$ cat config.mk
export PLATFORM = sky130hd
export DESIGN_NAME = ram_rx
export DESIGN_NICKNAME = d
export VERILOG_FILES = /design/src/rtl/ram_rx_pkg.sv /design/src/rtl/ram_rx_byte_fifo.sv /design/src/rtl/ram_rx.sv
export SDC_FILE = /design/constraint.sdc
export NUM_CORES = 1
export LEC_CHECK = 0
export BUFFER_PORTS_ARGS = -buffer_cell sky130_fd_sc_hd__buf_2
export CAP_MARGIN = 20
export CORE_MARGIN = 1
export CORE_UTILIZATION = 40
export CTS_BUF_LIST = sky130_fd_sc_hd__clkbuf_4
export DETAILED_ROUTE_END_ITERATION = 8
export SLEW_MARGIN = 15
export SYNTH_ARGS = -nofsm -noshare
export SYNTH_HDL_FRONTEND = slang
export SYNTH_SLANG_ARGS = --single-unit
$ cat constraint.sdc
create_clock -name clk -period 3.3 [get_ports clk]
set_input_delay 0.495 -clock clk [delete_from_list [all_inputs] [get_ports clk]]
set_output_delay 0.495 -clock clk [all_outputs]
set_load 0.02 [all_outputs]
$ cat src/rtl/ram_rx_pkg.sv
// Shared state encoding and default sizing for the RAM drain stage.
package ram_rx_pkg;

    typedef enum logic [4:0] {
        IDLE = 5'h01,
        WAIT = 5'h02,
        READ = 5'h04,
        CSUM = 5'h08,
        DONE = 5'h10
    } state_t;

    localparam int NUM_DEF    = 'hF00;
    localparam int ADDR_W_DEF = 12;
    localparam int DATA_W_DEF = 8;

endpackage

$ cat src/rtl/ram_rx_byte_fifo.sv
// Synchronous DEPTH x DATA_W FIFO with show-ahead head; push is ignored when full, pop when empty.
// Zero-latency head read; no internal backpressure beyond the full/empty flags.
module byte_fifo #(
    parameter int DEPTH  = 4,
    parameter int DATA_W = 8
) (
    input  logic                     clk,
    input  logic                     rst,
    input  logic                     push,
    input  logic [DATA_W-1:0]        push_dat,
    input  logic                     pop,
    output logic [DATA_W-1:0]        head,
    output logic                     empty,
    output logic                     full,
    output logic [$clog2(DEPTH):0]   count
);

    localparam int AW = $clog2(DEPTH);

    logic [DATA_W-1:0] mem [DEPTH];
    logic [AW-1:0]     wr_ptr;
    logic [AW-1:0]     rd_ptr;
    logic              do_push;
    logic              do_pop;

    assign do_push = push && !full;
    assign do_pop  = pop && !empty;

    always_ff @(posedge clk) begin
        if (!rst) begin
            wr_ptr <= '0;
            rd_ptr <= '0;
            count  <= '0;
        end else begin
            if (do_push) begin
                mem[wr_ptr] <= push_dat;
                wr_ptr      <= wr_ptr + AW'(1);
            end
            if (do_pop) begin
                rd_ptr <= rd_ptr + AW'(1);
            end
            case ({do_push, do_pop})
                2'b10:   count <= count + (AW+1)'(1);
                2'b01:   count <= count - (AW+1)'(1);
                default: count <= count;
            endcase
        end
    end

    assign head  = mem[rd_ptr];
    assign empty = (count == '0);
    assign full  = (count == (AW+1)'(DEPTH));

endmodule

$ cat src/rtl/ram_rx.sv
// Drains NUM bytes from RAM (addr 0..NUM-1) to a valid/ready byte stream, then a checksum byte.
// First txv 4 clk after start; 1 byte/clk with txr high; txr low holds txd/txv and throttles RAM reads.
module ram_rx import ram_rx_pkg::*; #(
    parameter int NUM    = NUM_DEF,
    parameter int ADDR_W = ADDR_W_DEF,
    parameter int DATA_W = DATA_W_DEF,
    parameter int DEPTH  = 4
) (
    input  logic              clk,
    input  logic              rst,
    input  logic              fs,
    output logic              fd,
    output logic [ADDR_W-1:0] ram_rxa,
    output logic              ram_rxen,
    input  logic [DATA_W-1:0] ram_rxd,
    output logic [DATA_W-1:0] txd,
    output logic              txv,
    input  logic              txr,
    output logic [DATA_W-1:0] csum
);

    localparam int                CW    = $clog2(DEPTH) + 1;
    localparam logic [ADDR_W-1:0] NUM_A = ADDR_W'(NUM);

    state_t            state;
    state_t            state_nxt;
    logic [ADDR_W-1:0] issue_cnt;
    logic [ADDR_W-1:0] cap_cnt;
    logic              cap_pend;
    logic [CW-1:0]     fifo_cnt;
    logic              fifo_empty;
    logic              fifo_full;
    logic [DATA_W-1:0] fifo_head;
    logic [CW:0]       occ_total;
    logic              issue;
    logic              load;
    logic              xfer;
    logic              data_done;

    byte_fifo #(
        .DEPTH  (DEPTH),
        .DATA_W (DATA_W)
    ) u_fifo (
        .clk      (clk),
        .rst      (rst),
        .push     (cap_pend),
        .push_dat (ram_rxd),
        .pop      (load),
        .head     (fifo_head),
        .empty    (fifo_empty),
        .full     (fifo_full),
        .count    (fifo_cnt)
    );

    assign xfer      = txv && txr;
    assign data_done = (cap_cnt == NUM_A) && fifo_empty && !txv;

    always_ff @(posedge clk) begin
        if (!rst) begin
            state <= IDLE;
        end else begin
            state <= state_nxt;
        end
    end

    always_comb begin
        state_nxt = state;
        unique case (state)
            IDLE:    state_nxt = WAIT;
            WAIT:    if (fs) state_nxt = READ;
            READ:    if (data_done) state_nxt = CSUM;
            CSUM:    if (xfer) state_nxt = DONE;
            DONE:    if (!fs) state_nxt = WAIT;
            default: state_nxt = IDLE;
        endcase
    end

    // Credit check uses only registered occupancy and in-flight reads, so it
    // stays conservative: pops and captures in this cycle are not counted.
    always_comb begin
        occ_total = {1'b0, fifo_cnt} + (CW+1)'(ram_rxen) + (CW+1)'(cap_pend);
        issue     = 1'b0;
        load      = 1'b0;
        if (state == READ) begin
            issue = (issue_cnt < NUM_A) && (occ_total <= (CW+1)'(DEPTH - 1));
            load  = (!txv || txr) && !fifo_empty;
        end
    end

    always_ff @(posedge clk) begin
        if (!rst) begin
            ram_rxen  <= 1'b0;
            ram_rxa   <= '0;
            issue_cnt <= '0;
            cap_cnt   <= '0;
            cap_pend  <= 1'b0;
            txd       <= '0;
            txv       <= 1'b0;
            csum      <= '0;
            fd        <= 1'b0;
        end else begin
            ram_rxen <= issue;
            cap_pend <= ram_rxen;
            if (issue) begin
                ram_rxa <= issue_cnt;
            end else if (state != READ) begin
                ram_rxa <= '0;
            end

            if (state == WAIT) begin
                issue_cnt <= '0;
            end else if (issue) begin
                issue_cnt <= issue_cnt + ADDR_W'(1);
            end

            if (state == WAIT) begin
                cap_cnt <= '0;
            end else if (cap_pend) begin
                cap_cnt <= cap_cnt + ADDR_W'(1);
            end

            // Refill on the transfer edge keeps the stream bubble-free.
            if (load) begin
                txd <= fifo_head;
                txv <= 1'b1;
            end else if (state == READ && data_done) begin
                txd <= csum;
                txv <= 1'b1;
            end else if (xfer) begin
                txv <= 1'b0;
            end

            if (state == WAIT) begin
                csum <= '0;
            end else if (state == READ && xfer) begin
                csum <= csum + txd;
            end

            fd <= (state_nxt == DONE);
        end
    end

    a_no_overflow: assert property (@(posedge clk) disable iff (!rst) !(cap_pend && fifo_full));

endmodule

# After elaboration in Yosys (flattened, before gate mapping)
# Memories as Yosys holds them, arrays and structs flattened. A register that Yosys moved wholly into a read port is not among the register bits.
# Cells that the tools add are included.
[classes]
n_addsub = 9
multipliers = 0
div_mod_pow = 0
n_lt_le_gt_ge = 2
eq_ne = 11
shifts = 0
n_mux = 20
bitwise_logic = 1
n_reduce_logical = 19
[op_table]
columns = ["cell", "count"]
rows = [
  ["case mux 5 bit (5 select lines)", 1],
  ["adder 12 x 1 -> 12 bit (second input constant)", 2],
  ["two-way mux 12 bit", 2],
  ["two-way mux 5 bit", 4],
  ["two-way mux 8 bit", 2],
  ["== test 12 bit (second input constant)", 1],
  ["< comparator 12 bit (second input constant)", 1],
  ["== test 5 bit (second input constant)", 2],
  ["logical AND 1 bit", 9],
  ["adder 8 bit", 1],
  ["two-way mux 1 bit", 8],
  ["case mux 3 bit (2 select lines)", 1],
  ["nonzero test 2 bit", 3],
  ["== test 5 x 1 -> 1 bit (second input constant)", 1],
  ["== test 5 x 2 -> 1 bit (second input constant)", 1],
  ["== test 5 x 3 -> 1 bit (second input constant)", 1],
  ["== test 5 x 4 -> 1 bit (second input constant)", 1],
  ["!= test 5 x 3 -> 1 bit (second input constant)", 1],
  ["adder 2 x 1 -> 2 bit (second input constant)", 2],
  ["adder 3 x 1 -> 4 bit", 1],
  ["adder 4 x 1 -> 4 bit", 1],
  ["<= comparator 4 x 2 -> 1 bit (second input constant)", 1],
  ["two-way mux 2 bit", 2],
  ["adder 3 x 1 -> 3 bit (second input constant)", 1],
  ["10 further kinds", 12],
]
[totals]
register_bits = 68
latch_bits = 0
mem_bits_rw = 32
rom_bits = 0
input_bits = 12
output_inout_bits = 31
wordCells = 76
memories = 1
[mem_list]
columns = ["name", "words", "width", "rd", "rd_ports_with_merged_regs", "wr", "line", "rtl"]
rows = [
  ["u_fifo.mem", 4, 8, 1, 1, 1, "ram_rx_byte_fifo.sv:20", "logic [DATA_W-1:0] mem [DEPTH];"],
]

# Longest topological paths before layout
# Gate-level depths: netlist of run 1.
[logic_depth]
ltp_word = 7
mapped_depth = 13
depth_no_buf = 10

# By module
# Synthesis of run 1 repeated with hierarchy kept, for this count alone.
[unflattened]
cells_unflattened = 415
hier_area_um2 = 4481.8
[modules_own_cells]
columns = ["mod", "n_inst", "cells_each", "area_each_um2", "seq_area_each_um2"]
rows = [
  ["ram_rx", 1, 319, 2837.7, 1221.2],
  ["byte_fifo", 1, 96, 1644.1, 1141.1],
]

# Worst setup path before layout of run 1
# Ideal clock, no wire load.
[synth_timing]
path_type = "reg2reg"
from = "register state[0]"
to = "register u_fifo.count[2]"
setup_ns = 0.071
arrival_ns = 2.487
required_ns = 3.229
slack_ns = 0.743
path_stages_with_launch = 14
path_buffers = 3
synth_period_minus_slack_ns = 2.557
path_cell_list = "dfxtp_1 buf_2 nor4_4 and2_1 buf_4 nand3_4 buf_2 inv_1 ha_1 inv_1 fa_1 xor2_1 or3_1 a21oi_1"
[synth_between]
elab_chain_cells = 5
elab_cells_between_ends = 7
cone_classes = "eq/ne: 3; mux: 2; reduce/logical: 2"
[synth_lines]
columns = ["item", "line", "rtl"]
rows = [
  ["start: declaration", "ram_rx.sv:25", "state_t state;"],
  ["start signal: assignment", "ram_rx.sv:62", "state <= state_nxt;"],
  ["== test 5 x 3 -> 1 bit *", "ram_rx.sv:84", "if (state == READ) begin"],
  ["two-way mux 1 bit *", "ram_rx.sv:84", ""],
  ["logical AND 1 bit *", "ram_rx_byte_fifo.sv:27", "assign do_pop = pop && !empty;"],
  ["net u_fifo.do_pop", "ram_rx_byte_fifo.sv:24", "logic do_pop;"],
  ["== test 2 x 1 -> 1 bit / == test 2 bit (equally long branches)", "ram_rx_byte_fifo.sv:42", "case ({do_push, do_pop})"],
  ["case mux 3 bit (2 select lines) / nonzero test 2 bit (equally long branches)", "n/a", ""],
  ["end signal: assignment", "ram_rx_byte_fifo.sv:43", "2'b10: count <= count + (AW+1)'(1);"],
  ["end signal: assignment", "ram_rx_byte_fifo.sv:44", "2'b01: count <= count - (AW+1)'(1);"],
  ["end signal: assignment", "ram_rx_byte_fifo.sv:45", "default: count <= count;"],
  ["end: declaration", "ram_rx_byte_fifo.sv:15", "output logic [$clog2(DEPTH):0] count"],
]
# Mark *: on every way through the listed nets, which the timed path passes. The rest lies on a longest branch.
# A chain may end at the register's enable or synchronous reset.

# Worst setup path in the final report of run 1
[layout_timing]
from = "register state[4]"
to = "register u_fifo.count[2]"
# Same word-level chain as after synthesis.

==> summary.md, run 1 <==
| Metric | Value |
|---|---|
| Status | complete, no violations |
| CTS Root Cell | clkbuf_4 |
| RSZ-0062 raised after global routing | false |
| Sequential cell area | 2360 µm² |
| Max Slew Vio Count | 0 |
| Fin nets | 484 |
| Sw Pwr | 516 µW |
| Critical Path RT | 3700 ps |
| Routed WL per cell | 14.9 µm |
| Hold_sp | ram_rxd[1] |
| Tmin final | 2700 ps |
| Cts hold-fix bufs | 0 |
| Worst Hold Path EP | u_fifo.mem[3][1] |
| Net count after synthesis | 446 |
| Top FF cell, synth | dfxtp_1 |
| Worst Setup End Kind | flop |
| Worst-path maximum fanout | 14 |
| IO buf count | 42 |
| Routed Antenna Nets | 0 |
| Die W | 108 µm |
| Pin count of the biggest net entering global routing | 20 |
| Register area share after synthesis | 0.523 |
| FFs w/ async S/R, synth | 0 |
| Crit path DAT | 3110 ps |
| Fmax | 370 MHz |
| Fillcell total | 1,032 |
| Setup Skew | 17.1 ps |
| Crit-path max cell delay | 420 ps |
| Clk network pwr share | 0.312 |
| Mapped cell area | 4520 µm² |
| Reg-to-Reg End | u_fifo.count[2] |
| Reg2Reg Depth | 10 |
| IO Count | 43 |
| # clock sinks | 102 |
| Int Power | 1500 µW |
| Hold Crit Depth | 1 |
| Post-route DRC | 0 |
| Worst-skew pair later-pin latency | 460 ps |
| Post-CTS Setup Bufs | 0 |
| Hold Path Class | in -> reg |
| Peak VDD IR | 0.000289 V |
| Yosys reg bits | 102 |
| Post-CTS sizing | 0 |
| Crit path launch | state[4] |
| R2r setup slk | 600 ps |
| Reg power frac | 0.648 |
| Rel. slew slack | 0.312 |
| Global Route Usage Sum | 0.163 |
| Area growth from synthesis to layout | 10.2% |
| Mean Syn Cell Area | 10.9 µm² |
| Initial antenna violation count | 0 |
| Initial drt markers | 143 |
| Clock Path Buffers | 2 |
| Crit-path cells | nor4_4 -> and2_1 -> nand3_4 -> inv_1 -> ha_1 -> inv_1 -> fa_1 -> xor2_1 -> or3_1 -> a21oi_1 |
| DR vias | 3,129 |
| Leak | 0.00192 µW |
| Sw Ratio | 0.256 |
| Core Area | 10,900 µm² |
| Crit-path leading delay family | simple AND/OR/NAND/NOR gates |
| Final setup viols | 0 |
| Reg clk slew, reported paths | 170 ps |
| Share of layout cells above drive strength 1 | 0.174 |
| Max-cap viol count | 0 |
| Vias in the first global route | 2,987 |
| Multi-input logic area | 1990 µm² |
| Drt via density | 5.22 |
| Worst r2r src | state[4] |
| Routed WL | 8.92 mm |
| Power per Cell Area | 405 nW/µm² |
| Post-Syn Instances | 416 |
| Yosys warns | 0 |
| First-pass GRT wire length | 14.7 mm |
| Period utilization | 0.819 |
| Slowest cell on crit path | dfxtp_1 |
| Setup_tns | 0 ps |
| Worst Tran Pin Value | 1020 ps |
| WP buf/inv | 2 |
| Final Hold Fails | 0 |
| Site row count | 38 |
| Full die area | 11,700 µm² |
| Startpoint Class | flop |
| CTS buffer count | 9 |
| Synth cell types | 53 |
| CTS tree | done |
| Number of synthesized flops with an enable pin | 32 |
| Antenna diodes | 0 |
| Die Ht | 108 µm |
| Gate power share | 0.040 |
| Hold Worst Slack | 238 ps |
| Routability Congestion | 0.823 |
| H-tree depth | 3 |
| Crit-path most repeated cell | inv_1 |
| Pre-Repair DR Iteration Count | 4 |
| Congestion Overflow GR | 0 |
| Initial core utilization | 0.413 |
| Post-DP HPWL | 6.46 mm |
| CP Class | reg -> reg |
[final cells by class]
cell class              instances  share of cell area
multi-input cells             275               0.401
clock buffers                   9              0.0136
well taps                     140              0.0352
repair buffers                 45              0.0467
flip-flops and latches        102               0.474
inverters                      21              0.0158
clock inverters                 7              0.0136
[how the worst max path moves through the flow]
stage	to	slack, ps	cells past startpoint
after global placement	u_fifo.count[2]	780	10
after CTS	u_fifo.count[2]	600	10
final	u_fifo.count[2]	600	10
after floorplan	u_fifo.count[2]	740	13
after global routing	u_fifo.count[2]	420	10
after detailed placement	u_fifo.count[2]	660	10
[metal layers]
layer	vias to the layer above	track usage	routed length [µm]
met5	-	0	0
li1	1569	-	-
met3	16	0.0434	331
met2	60	0.263	4090
met4	0	0.0483	130
met1	1484	0.216	4370
[kinds of logic (layout without fill, tap and decap cells)]
logic type / count (synthesis) / in the layout / share of synthesized area
mux: 24 / 24 / 0.0753
buf+inv: 39 / 82 / 0.0368
fa+ha+maj: 18 / 18 / 0.0532
xor+xnor: 23 / 23 / 0.0446
flops: 102 / 102 / 0.523
compound gates: 75 / 75 / 0.106
simple gates: 135 / 135 / 0.162
[cell usage in the layout, fill, tap and decap left out, drive strengths merged, types with 2 or more instances in the layout]
master | netlist | layout
edfxtp | 32 | 32
a21oi | 29 | 29
ha | 16 | 16
fa | 2 | 2
nor2 | 48 | 48
nor3 | 10 | 10
xnor2 | 12 | 12
a211o | 2 | 2
nand2b | 2 | 2
nand2 | 22 | 22
mux2i | 16 | 16
xor2 | 11 | 11
nor2b | 2 | 2
or3 | 8 | 8
clkbuf | 6 | 9
and2 | 2 | 2
o22a | 2 | 2
nor4 | 8 | 8
nand4b | 2 | 2
a31oi | 3 | 3
nand3 | 10 | 10
nand4 | 6 | 6
a311oi | 6 | 6
or2 | 2 | 2
a22o | 10 | 10
mux4 | 8 | 8
o21a | 3 | 3
and3 | 9 | 9
o21ai | 16 | 16
clkinv | 0 | 2
buf | 12 | 45
dfxtp | 70 | 70
inv | 21 | 25
[cells in the mapped netlist, types with 3 or more instances]
library cell | number | share of area
nor4_1 | 6 | 0.0083
a22o_1 | 10 | 0.019
a311oi_1 | 6 | 0.012
nand4_1 | 6 | 0.0083
dfxtp_1 | 70 | 0.31
clkbuf_1 | 5 | 0.0042
o21a_1 | 3 | 0.0050
or3_1 | 6 | 0.0083
nand3_1 | 8 | 0.0089
a21oi_1 | 29 | 0.032
and3_1 | 9 | 0.012
edfxtp_1 | 32 | 0.21
o21ai_1 | 3 | 0.0033
o21ai_0 | 12 | 0.013
nand2_1 | 22 | 0.018
mux2i_1 | 16 | 0.035
a31oi_1 | 3 | 0.0042
xor2_1 | 11 | 0.021
nor2_1 | 48 | 0.040
nor3_1 | 9 | 0.010
xnor2_1 | 12 | 0.023
ha_1 | 16 | 0.044
mux4_2 | 8 | 0.040
inv_1 | 21 | 0.017
buf_2 | 9 | 0.010
[flip-flops by register name, indices dropped and copies added, names as in the netlist, named ones only]
signal	cells
u_fifo.mem	32
u_fifo.rd_ptr	2
ram_rxa	12
ram_rxen	1
txd	8
cap_cnt	12
issue_cnt	12
u_fifo.count	3
fd	1
state	5
u_fifo.wr_ptr	2
csum	8
cap_pend	1
txv	1
[power by group through the flow]
| stage | sequential, µW | clock, µW | combinational, µW |
|---|---|---|---|
| 6_report | 1310 | 629 | 81.6 |
| 5_1_grt | 1310 | 698 | 91.2 |
| 4_1_cts | 1310 | 649 | 82.1 |
| 3_5_place_dp | 1330 | 0 | 81.8 |
| 3_3_place_gp | 1330 | 0 | 81.0 |
| 2_1_floorplan | 1330 | 0 | 61.1 |
[metrics by stage]
step                std cells  area (µm²)  power [µW]  setup WS, ps   util
finish                    599        4980        2020           599  0.455
global route              599        4980        2100           421  0.455
CTS                       599        4980        2040           604  0.455
detailed placement        583        4840        1420           665  0.443
global placement          583        4840        1420           776  0.443
floorplan                 416        4520        1390           743      -
No activity file was read; power rests on OpenSTA's default activity.
==> run 2, diff against run 1 <==
- clock period: 3.3 -> 2.4 ns (I/O delays scaled with it)
==> run 2 against run 1 <==
Utilization is 0.63 points higher. Routed wire length rose by 1.7%. Setup slack got worse by 420 ps. Sequential share of layout area down 0.62 points. Critical path depth unchanged. Global-route usage increased by 0.55 points. Largest cell class unchanged. Final area is 1.4% higher. Critical path type unchanged. Combinational power up 46%. Register-to-register slack got worse by 420 ps. Sequential power rose by 37%. Non-clock buffer count up 8.
==> summary.md, run 2 (synthesis results as in run 1) <==
| Metric | Value |
|---|---|
| Post-Layout Cell Count | 607 (+1.3%) |
| Critical Path RT | 2770 ps (-930 ps) |
| H-tree depth | 3 (unchanged) |
| Routed WL per cell | 15.0 µm (+0.41%) |
| Max-cap viol count | 0 (unchanged) |
| Wl on met1 | 4.33 mm (-0.91%) |
| CTS buffer count | 9 (unchanged) |
| IO buf count | 42 (unchanged) |
| Global Route Usage Sum | 0.169 (+0.00548) |
| CP Class | reg -> reg |
| Status | complete, no violations |
| Post-Place Cells | 591 (+1.4%) |
| Max Used Layer | met4 |
| Hold Path Class | in -> reg |
| # clock sinks | 102 (unchanged) |
| Fin nets | 492 (+1.7%) |
| Share of layout cells above drive strength 1 | 0.199 (+0.0249) |
| Die W | 108 µm (unchanged) |
| Initial core utilization | 0.413 (unchanged) |
| Rel. slew slack | 0.594 (+0.282) |
| DP Area | 4920 µm² (+1.6%) |
| Tmin final | 2230 ps (-476 ps) |
| Startpoint Class | flop |
| Pre-Repair DR Iteration Count | 4 (unchanged) |
| Worst Setup End Kind | flop |
| Max Slew Vio Count | 0 (unchanged) |
| Peak VDD IR | 0.000356 V (+23%) |
| CTS tree | done |
| Worst-path maximum fanout | 7 (-7) |
| Post-DP HPWL | 6.59 mm (+1.9%) |
| First-pass GRT wire length | 15.1 mm (+3.3%) |
| Die Ht | 108 µm (unchanged) |
| Crit path DAT | 2590 ps (-520 ps) |
| Pin count of the biggest net entering global routing | 28 (+40%) |
| Setup Skew | 17.4 ps (+0.276 ps) |
| DR vias | 3,121 (-0.26%) |
| Routed WL | 9.08 mm (+1.7%) |
| Worst Tran Pin Value | 609 ps (-416 ps) |
| Fmax | 449 MHz (+21%) |
| CTS Root Cell | clkbuf_4 |
| Period utilization | 0.927 (+0.109) |
| IO Count | 43 (unchanged) |
| Initial antenna violation count | 0 (unchanged) |
| Most common cell after layout, fill and taps aside | dfxtp_1 |
| Post-CTS Setup Bufs | 0 (unchanged) |
| Drt via density | 5.14 (-1.6%) |
| Reg clk slew, reported paths | 160 ps (about the same) |
| Final Hold Fails | 0 (unchanged) |
| Full die area | 11,700 µm² (unchanged) |
| Final setup viols | 0 (unchanged) |
| Reg2Reg Depth | 10 (unchanged) |
| Met3 Routed Length | 263 µm (-21%) |
| Initial drt markers | 139 (-2.8%) |
| Finished Cell Area | 5050 µm² (+1.4%) |
| Antenna diodes | 0 (unchanged) |
| Worst-skew pair later-pin latency | 440 ps (-20 ps) |
| Leak | 0.00195 µW (+1.6%) |
| Max FFs per register | 32 (unchanged) |
| Fillcell total | 1,036 (+0.39%) |
| Congestion Overflow GR | 0 (unchanged) |
| Routed Antenna Nets | 0 (unchanged) |
| RSZ-0062 raised after global routing | false |
| Power per Cell Area | 540 nW/µm² (+33%) |
| Commonest cells after routing, fill and taps aside | 69 x dfxtp_1, 48 x nor2_1, 42 x buf_2 |
| Cts hold-fix bufs | 0 (unchanged) |
| Vias in the first global route | 3,062 (+2.5%) |
| Hold Crit Depth | 1 (unchanged) |
| Most flops, register | u_fifo.mem |
| Post-route DRC | 0 (unchanged) |
| Site row count | 38 (unchanged) |
| Area growth from synthesis to layout | 11.7% |
| Core Area | 10,900 µm² (unchanged) |
| Wire length on met2 | 4.38 mm (+7.0%) |
| Clock Path Buffers | 2 (unchanged) |
| Routability Congestion | 0.816 (-0.84%) |
[run 2: final timing paths]
check | slack, ps | startpoint | end
max reg2reg | 170 | state[4] | u_fifo.count[2]
min reg2reg | 500 | ram_rxa[5] | ram_rxa[5]
max | 170 | state[4] | u_fifo.count[2]
min | 120 | ram_rxd[2] | u_fifo.mem[1][2]
[run 2: final cells by class]
class	instances	area [µm²]	share of cell area
Timing Repair Buffer	53	293	0.0580
Clock buffer	9	67.6	0.0134
Sequential cell	102	2360	0.468
Multi-Input combinational cell	275	2010	0.399
Inverter	21	78.8	0.0156
Tap cell	140	175	0.0347
Clock inverter	7	56.3	0.0112
[run 2: layer usage]
layer / vias up / GRT usage
met3: 6 / 0.0344
li1: 1589 / -
met4: 0 / 0.0502
met5: - / 0
met1: 1479 / 0.223
met2: 47 / 0.280
[run 2: metrics by stage]
stage | util | power [µW] | setup slack [ps] | hold WS [ps] | setup TNS (ps)
floorplan | - | 1910 | -7.97 | 453 | -7.97
global placement | 0.450 | 1950 | 257 | 460 | 0
detailed placement | 0.450 | 1950 | 203 | 465 | 0
CTS | 0.461 | 2760 | 151 | 89.8 | 0
global route | 0.462 | 2840 | 37.9 | 77.9 | 0
finish | 0.462 | 2730 | 174 | 121 | 0
[run 2: power by group]
part	switching [µW]	internal [µW]
clock	581	226
sequential	14.7	1780
combinational	73.2	45.9
[run 2: repair_timing]
action,in CTS,in global routing
endpoints found under the setup margin,0,11
resized for setup,0,1
endpoints found under the hold margin,0,0
[run 2: critical path: stages (launching register included)]
cell,delay [ps]
dfxtp_2,390
nor4_4,290
and2_1,220
nand3_4,80
inv_2,70
ha_4,130
inv_2,40
fa_2,340
xor2_1,170
or3_1,300
a21oi_1,130
==> run 3, diff against run 2 <==
- ABC_AREA: default -> 1
==> run 3 against run 2 <==
Setup slack improved by 230 ps. Routed wire length rose by 13%. First-iteration DRC count rose by 20%. Maximum frequency rose by 12%. Register-to-register slack improved by 230 ps. Cell count rose by 28%. Largest power group unchanged.
==> summary.md, run 3 <==
| Metric | Value |
|---|---|
| Status | complete, no violations |
| Synth area leader | dfxtp_1 |
| Crit path launch | state[1] |
| Hold Crit Depth | 1 (unchanged) |
| CTS Root Cell | clkbuf_4 |
| Number of synthesized flops with an enable pin | 32 (unchanged) |
| Post-route DRC | 0 (unchanged) |
| Max Used Layer | met4 |
| CTS buffer count | 9 (unchanged) |
| Initial drt markers | 167 (+20%) |
| Initial antenna violation count | 1 (+1) |
| Startpoint Class | flop |
| Synth area leaders | dfxtp_1 30%, edfxtp_1 20%, nand2_1 10% |
| Routed WL | 10.3 mm (+13%) |
| Post-CTS sizing | 0 (unchanged) |
| Synth cell types | 31 (-42%) |
| Sw Ratio | 0.252 (+0.00614) |
| IO buf count | 42 (unchanged) |
| Full die area | 12,300 µm² (+4.7%) |
| Period utilization | 0.831 (-0.0960) |
| Most flops, register | u_fifo.mem |
| Area growth from synthesis to layout | 10.4% |
| Fin nets | 657 (+34%) |
| Congestion Overflow GR | 0 (unchanged) |
| Routed Antenna Nets | 0 (unchanged) |
| Worst r2r src | state[1] |
| Top FF cell, synth | dfxtp_1 |
| Die Ht | 111 µm (+2.3%) |
| CTS tree | done |
| Cts hold-fix bufs | 0 (unchanged) |
| Reg2Reg Depth | 10 (unchanged) |
| Hold Path Class | in -> reg |
| Top-area cell type share of the netlist area | 0.296 (-0.0143) |
| Share of layout cells above drive strength 1 | 0.133 (-0.0662) |
| Fmax | 501 MHz (+12%) |
| Wl on met1 | 4.96 mm (+14%) |
| Mean Syn Cell Area | 8.13 µm² (-25%) |
| RSZ-0062 raised after global routing | false |
| Peak VDD IR | 0.000203 V (-43%) |
| Final total power | 2740 µW (+0.62%) |
| Initial core utilization | 0.413 (about the same) |
| Sw Pwr | 690 µW (+3.1%) |
| Max Slew Vio Count | 0 (unchanged) |
| Rel. slew slack | 0.412 (-0.182) |
| Worst Setup End Kind | flop |
| Vias in the first global route | 3,600 (+18%) |
| CP Class | reg -> reg |
| Critical Path RT | 2770 ps (about the same) |
| # clock sinks | 102 (unchanged) |
| Final Hold Fails | 0 (unchanged) |
| Pin count of the biggest net entering global routing | 25 (-11%) |
| Leak | 0.00218 µW (+12%) |
| Post-CTS Setup Bufs | 0 (unchanged) |
| Worst Tran Pin Value | 879 ps (+270 ps) |
| Pre-Repair DR Iteration Count | 6 (+2) |
| Mapped cell area | 4740 µm² (+4.8%) |
| Clk network pwr share | 0.317 (+0.021) |
| Max-cap viol count | 0 (unchanged) |
| Yosys reg bits | 102 (unchanged) |
| Clock Path Buffers | 2 (unchanged) |
| Global Route Usage Sum | 0.174 (+0.00501) |
| Reg power frac | 0.653 (-0.007) |
| Core Area | 11,500 µm² (+4.9%) |
| Post-DP HPWL | 7.29 mm (+11%) |
| Int Power | 2050 µW (-0.19%) |
| Met3 Routed Length | 452 µm (+72%) |
| Net count after synthesis | 613 (+37%) |
| Most common cell after layout, fill and taps aside | nand2_1 |
| Fillcell total | 1,136 (+9.7%) |
| FFs w/ async S/R, synth | 0 (unchanged) |
| Worst-skew pair later-pin latency | 470 ps (+30 ps) |
| Gate power share | 0.030 (-0.014) |
| Tmin final | 2000 ps (-230 ps) |
| H-tree depth | 3 (unchanged) |
| Commonest cells after routing, fill and taps aside | 132 x nand2_1, 70 x dfxtp_1, 66 x inv_1 |
| Hold_sp | ram_rxd[5] |
| DR vias | 3,783 (+21%) |
| Routed WL per cell | 13.2 µm (-12%) |
| Register area share after synthesis | 0.499 (-0.0240) |
| Synth cell count leaders | 132 x nand2_1, 70 x dfxtp_1, 66 x inv_1, 64 x nand3_1, 55 x nor2_1 |
| Crit path DAT | 2360 ps (-230 ps) |
| Site row count | 39 (+2.6%) |
| Setup Skew | 17.3 ps (-0.0803 ps) |
| Wire length on met2 | 4.76 mm (+8.8%) |
| Setup_tns | 0 ps (unchanged) |
| Die W | 111 µm (+2.3%) |
| Routability Congestion | 0.849 (+4.0%) |
| Power per Cell Area | 524 nW/µm² (-2.9%) |
| Drt via density | 4.88 (-5.2%) |
| Count leader, synth | nand2_1 |
| Final setup viols | 0 (unchanged) |
| Max FFs per register | 32 (unchanged) |
| Yosys warns | 0 (unchanged) |
| First-pass GRT wire length | 17.2 mm (+13%) |
| IO Count | 43 (unchanged) |
| Post-Syn Instances | 583 (+40%) |
| Worst-path maximum fanout | 6 (-1) |
| Reg clk slew, reported paths | 180 ps (+20 ps) |
## run 3: kinds of logic (layout without fill, tap and decap cells)
logic type / after synthesis / after routing / share of synthesized area
simple gates: 284 / 284 / 0.266
flops: 102 / 102 / 0.499
buf+inv: 91 / 140 / 0.0774
compound gates: 72 / 72 / 0.0779
fa+ha+maj: 18 / 18 / 0.0507
xor+xnor: 16 / 16 / 0.0296
other cells: 0 / 1 / 0
## run 3: area by class of cell
type	count	area (µm²)	share of cell area
inverter	74	278	0.0531
clock buffer	10	75.1	0.0144
sequential	102	2360	0.452
timing repair buffer	50	270	0.0517
clock inverter	6	55.1	0.0105
antenna	1	2.50	0.000478
multi-input combinational	390	2010	0.384
tap	143	179	0.0342
## run 3: power groups by stage
stage / Clock (µW) / Sequential [µW] / Combinational (µW)
6_report: 868 / 1790 / 82.6
5_1_grt: 954 / 1790 / 91.4
4_1_cts: 889 / 1790 / 82.9
3_5_place_dp: 0 / 1830 / 82.5
3_3_place_gp: 0 / 1830 / 80.8
2_1_floorplan: 0 / 1830 / 48.6
## run 3: metrics by stage
step           hold slack (ps)  setup slack [ps]  instances  utilization  area, µm²
4_1_cts                   77.1               413        775        0.456       5230
3_5_place_dp               458               440        759        0.445       5100
3_3_place_gp               444               482        759        0.445       5100
5_1_grt                   84.9               180        776        0.456       5230
6_report                  95.3               405        776        0.456       5230
2_1_floorplan              436               391        583            -       4740
## run 3: final timing paths
path	endpoint	slack, ps
max	u_fifo.count[2]	400
min	u_fifo.mem[1][5]	100
max reg2reg	u_fifo.count[2]	400
min reg2reg	flop	480
## run 3: critical path, cell delays in order (launching register included)
cell and delay, ps:
dfxtp_1 380, nor2_4 160, nand4_4 160, nor2_4 150, ha_1 140, inv_1 60, fa_1 380, a21oi_1 140
o21ai_0 100, o21ai_0 160, a21oi_1 50
## run 3: per-layer routing
metal  vias to the layer above  GRT usage
met5                         -          0
met4                         0     0.0756
met3                         6     0.0257
met2                        72      0.281
met1                      1720      0.231
li1                       1985          -
